==> src/rtl/branch_config_sequencer.sv <==
// Configuration write sequencer for the branch module array: takes one request at a
// time and issues its write enable in the cycle that the request's thread owns the config stage.
module branch_config_sequencer #(
  parameter int WORD_WIDTH         = 36,
  parameter int MODULE_COUNT       = 4,
  parameter int MODULE_COUNT_WIDTH = 2,
  parameter int THREAD_COUNT       = 8,
  parameter int THREAD_COUNT_WIDTH = 3
) (
  input  logic                          clock,
  input  logic                          reset_n,
  input  logic [THREAD_COUNT_WIDTH-1:0] current_thread,
  input  logic                          req_valid,
  output logic                          req_ready,
  input  logic [THREAD_COUNT_WIDTH-1:0] req_thread,
  input  logic [MODULE_COUNT_WIDTH-1:0] req_module,
  input  logic                          req_broadcast,
  input  logic [1:0]                    req_target,
  input  logic                          req_addr,
  input  logic [WORD_WIDTH-1:0]         req_data,
  output logic [MODULE_COUNT-1:0]       bs1_config_wren,
  output logic [MODULE_COUNT-1:0]       bs2_config_wren,
  output logic [MODULE_COUNT-1:0]       bd_config_wren,
  output logic [MODULE_COUNT-1:0]       bc_config_wren,
  output logic                          config_addr,
  output logic [WORD_WIDTH-1:0]         config_data,
  output logic                          busy,
  output logic                          error,
  output logic [15:0]                   write_count
);

  typedef enum logic {IDLE, WAIT} state_t;

  state_t                          state, state_next;
  logic [THREAD_COUNT_WIDTH-1:0]   held_thread;
  logic [MODULE_COUNT_WIDTH-1:0]   held_module;
  logic                            held_broadcast;
  logic [1:0]                      held_target;
  logic                            capture;
  logic                            bad_request;
  logic                            match;
  logic [MODULE_COUNT-1:0]         select;

  // A thread index that never comes round would otherwise park the sequencer forever.
  assign bad_request = (!req_broadcast && (int'(req_module) >= MODULE_COUNT)) ||
                       (int'(req_thread) >= THREAD_COUNT);
  assign match       = (state == WAIT) && (current_thread == held_thread);
  assign req_ready   = (state == IDLE);
  assign busy        = (state == WAIT);

  always_comb begin
    state_next = state;
    capture    = 1'b0;
    case (state)
      IDLE: begin
        if (req_valid) begin
          capture = 1'b1;
          if (!bad_request) state_next = WAIT;
        end
      end
      WAIT: begin
        if (match) state_next = IDLE;
      end
      default: state_next = IDLE;
    endcase
  end

  always_comb begin
    select = '0;
    for (int i = 0; i < MODULE_COUNT; i++) begin
      select[i] = held_broadcast || (int'(held_module) == i);
    end
  end

  always_comb begin
    bs1_config_wren = '0;
    bs2_config_wren = '0;
    bd_config_wren  = '0;
    bc_config_wren  = '0;
    if (match) begin
      case (held_target)
        2'd0:    bs1_config_wren = select;
        2'd1:    bs2_config_wren = select;
        2'd2:    bd_config_wren  = select;
        default: bc_config_wren  = select;
      endcase
    end
  end

  always_ff @(posedge clock or negedge reset_n) begin
    if (!reset_n) begin
      state          <= IDLE;
      held_thread    <= '0;
      held_module    <= '0;
      held_broadcast <= 1'b0;
      held_target    <= '0;
      config_addr    <= 1'b0;
      config_data    <= '0;
      error          <= 1'b0;
      write_count    <= '0;
    end else begin
      state <= state_next;
      error <= capture && bad_request;
      if (capture) begin
        held_thread    <= req_thread;
        held_module    <= req_module;
        held_broadcast <= req_broadcast;
        held_target    <= req_target;
        config_addr    <= req_addr;
        config_data    <= req_data;
      end
      if (match) write_count <= write_count + 16'd1;
    end
  end

endmodule

==> config.mk <==
export PLATFORM = sky130hd
export DESIGN_NAME = branch_config_sequencer
export DESIGN_NICKNAME = d
export VERILOG_FILES = /design/src/rtl/branch_config_sequencer.sv
export SDC_FILE = /design/constraint.sdc
export NUM_CORES = 1
export LEC_CHECK = 0
export CORE_UTILIZATION = 35
export CTS_BUF_LIST = sky130_fd_sc_hd__clkbuf_8
export DETAILED_ROUTE_END_ITERATION = 10
export GPL_TIMING_DRIVEN = 0
export PLACE_DENSITY_LB_ADDON = 0.3
export SYNTH_ARGS = -nofsm -noshare
export SYNTH_HDL_FRONTEND = slang
export SYNTH_SLANG_ARGS = --single-unit
==> constraint.sdc <==
create_clock -name clock -period 3.1 [get_ports clock]
set_input_delay 0.62 -clock clock [delete_from_list [all_inputs] [get_ports clock]]
set_output_delay 0.62 -clock clock [all_outputs]
set_load 0.005 [all_outputs]
==> summary.md <==
| Metric | Value |
|---|---|
| Crit path kind | input port to output port |
| Minimum clock period | 3.08 ns |
| Main combinational cell family by area after synthesis | multiplexers |
| Crit start category | input port |
| Max incr delay on CP | 0.57 ns |
| Via density per instance | 4.62 |
| Crit path capture type | output port |
| Slew headroom | 48.2% |
| DP HPWL | 4290 um |
| Top delay family on crit path | buffers and inverters |
| Final global-route overflow total | 0 |
| EDFF count, synth | 0 |
| Pins over their slew limit | 0 |
| Initial Utilization | 36.4% |
| FMAX | 325 MHz |
| Largest net degree at the start of global routing | 63 |
| Unrepaired setup endpoints after global routing | true |
| Hold Path Class | input port to async pin |
| Via count | 2,009 |
| Post-layout util | 58.7% |
| Die ar. | 7890 um^2 |
| GRT Overall Usage | 16.3% |
| XOR/XNOR Fraction of Synth Area | 5.97% |
| CTS Buffer Depth | 2 |
| Max_cap viols | 0 |
| Ys Warns | 0 |
| Layout cells sized above 1 | 24.1% |
| Crit Path Max Fanout | 10 |
| Core ar. | 7250 um^2 |
| DR iter-0 viols | 51 |
| Port bufs | 121 |
| Final period util | 99.3% |
| ANT cells | 0 |
| Simple-gate area share of the yosys netlist | 10.9% |
| Avg Inst Size Synth | 13.3 um^2 |
| Asr flop ratio synth | 100% |
| Die width | 88.9 um |
| CP Data Arrival Time | 2.46 ns |
| Row cnt | 31 |
| Latest clock arrival within the worst-skew pair | 0.32 ns |
| Initial antenna violation count | 0 |
| Nets | 384 |
| DRT Wirelength | 6020 um |
| Ports | 123 |
| First-pass GRT wire length | 9390 um |
| Post-Synth Adder-Cell Area | 0.474% |
| Final hold vios | 0 |
| Outcome | finished, final reports clean |
| Power Density | 853 nW/um^2 |
| Clock root buffer | clkbuf_8 |
| CTS tree | built |
| Synth Register Bits | 62 |
| Slowest CP cell | clkdlybuf4s50_1 |
| Crit-path cells | clkdlybuf4s50_1 -> xnor2_2 -> nand4_2 -> buf_4 -> nor4_1 -> clkdlybuf4s50_1 |
| Final Wtd Congestion | 0.728 |
| DRC errors left | 0 |
| Mux contribution to synthesized area | 19.6% |
| Htree depth | 3 |
| Antenna Nets Post-Route | 0 |
| Synthesized area | 2640 um^2 |
| Clk sinks | 62 |
| Drt wl/cell | 13.8 um |
| Worst-Margin Slew | 0.776 ns |
| Mapped Cells | 198 |
| CTS buffer count | 9 |
| Clock-pin slew on the worst setup and hold paths | 0.07 ns |
| CP Buf/Inv Count | 3 |
| Top_reg_cell synth | dfrtp_1 |
| Final setup viols | 0 |
| WP data required | 2.48 ns |
| Compound-gate portion of the synthesized area | 1.33% |
| Post-synthesis sequential area ratio | 58.8% |
| Worst path most repeated cell | clkdlybuf4s50_1 |
| DIE HEIGHT | 88.9 um |
| Max VDD drop | 0.481 mV |
| Leakage power | 1.95 nW |
| Drt pass-1 iters | 4 |
| Post-synthesis cell type count | 26 |
| Layout area overhead | 61.4% |
| Synth Net Count | 250 |
| Worst Skew | 0.00839 ns |
| Setup tns final | 0 ns |
| Vias in the first global route | 1,939 |
==> report_power, final <==
part	internal, W	switching [W]
sequential	0.00115	0.000237
combinational	0.000985	0.000474
clock	0.000490	0.000299
total	0.00263	0.00101
==> final timing paths <==
path / from / end / slack, ns / depth (start not counted)
max: current_thread[1] / bs1_config_wren[3] / 0.02 / 6
min in group clock: write_count[15] / write_count[15] / 0.46 / 1
max in group asynchronous: reset_n / held_target[0] / 2.20 / 1
min: reset_n / config_data[26] / 0.35 / 1
max reg2reg: held_thread[1] / write_count[13] / 1.43 / 6
min reg2reg: write_count[15] / write_count[15] / 0.46 / 1
==> cell usage in the layout (no fill, tap or decap), drive strengths merged, types with 2 or more instances in the layout <==
cell type      synthesis  routed
inv                    4       4
nand2b                 2       2
nand3                  5       5
clkinv                 0       2
dlymetal6s2s           0       9
nor4                   8       8
nor3                  10      10
o21bai                 3       3
dfrtp                 62      62
clkbuf                 0      11
nor2b                  3       3
xor2                  12      12
nand4                  3       3
buf                    9      12
xnor2                  6       6
nor2                  13      13
clkdlybuf4s50          0     110
bufinv                 0       2
mux2                  46      46
nand2                  6       6
==> sequential cells by signal (all words and copies together) (netlist names) <==
| name | flops |
|---|---|
| write_count | 16 |
| held_broadcast | 1 |
| config_data | 36 |
| held_target | 2 |
| held_module | 2 |
| config_addr | 1 |
| held_thread | 3 |
| busy | 1 |
==> per-layer routing <==
metal,wire (um),track usage [%],vias to the layer above
li1,-,-,952
met4,71,7.48,0
met5,0,0,-
met3,369,5.78,4
met2,3150,26.5,58
met1,2430,19.3,995
==> cells in the mapped netlist, types with 2 or more instances <==
master | number | share of area [%]
dfrtp_1 | 62 | 59
inv_1 | 4 | 0.57
nor2b_1 | 3 | 0.71
buf_6 | 2 | 0.85
nand2_1 | 6 | 0.85
nor3_1 | 10 | 1.9
nor4_1 | 5 | 1.2
nor4_2 | 3 | 1.4
nor2_1 | 13 | 1.8
nand2b_1 | 2 | 0.47
mux2_2 | 45 | 19
buf_2 | 6 | 1.1
o21bai_1 | 3 | 0.85
xnor2_1 | 6 | 2.0
xor2_1 | 12 | 4.0
nand4_1 | 2 | 0.47
nand3_1 | 5 | 0.95
==> stage by stage <==
stage,cell area (um^2),power (W),std cells,setup slack (ns),hold WS [ns]
after floorplan,2640,0.00200,198,0.996,0.324
after global placement,3980,0.00281,418,-0.717,0.455
after detailed placement,3970,0.00284,418,-0.180,0.457
after CTS,4220,0.00367,434,0.00201,0.406
after global routing,4260,0.00386,435,-0.0571,0.430
final,4260,0.00364,435,0.0219,0.352
==> logic make-up (layout without fill, tap and decap cells) <==
group                      after synthesis  in the layout
adders and majority gates                1              1
AOI/OAI and AO/OA                        5              5
muxes                                   46             46
buffers and inverters                   13            151
other                                    1              1
and+or+nand+nor                         52             52
DFF                                     62             62
xor gates and xnor gates                18             18
==> area by class of cell <==
| type | instances | area, um^2 |
|---|---|---|
| inverter | 4 | 15.0 |
| tap | 99 | 124 |
| fill | 622 | 2990 |
| buffer | 9 | 62.6 |
| clock buffer | 11 | 151 |
| clock inverter | 4 | 70.1 |
| multi-input combinational | 123 | 1040 |
| sequential | 62 | 1550 |
| timing repair buffer | 123 | 1240 |
==> timing repair <==
item,in CTS,in global routing
setup endpoints to repair,16,12
resized for setup,3,14
hold buffers,0,0
buffers inserted,1,1
pin swaps,2,3
Power figures use the tool's default switching activity.
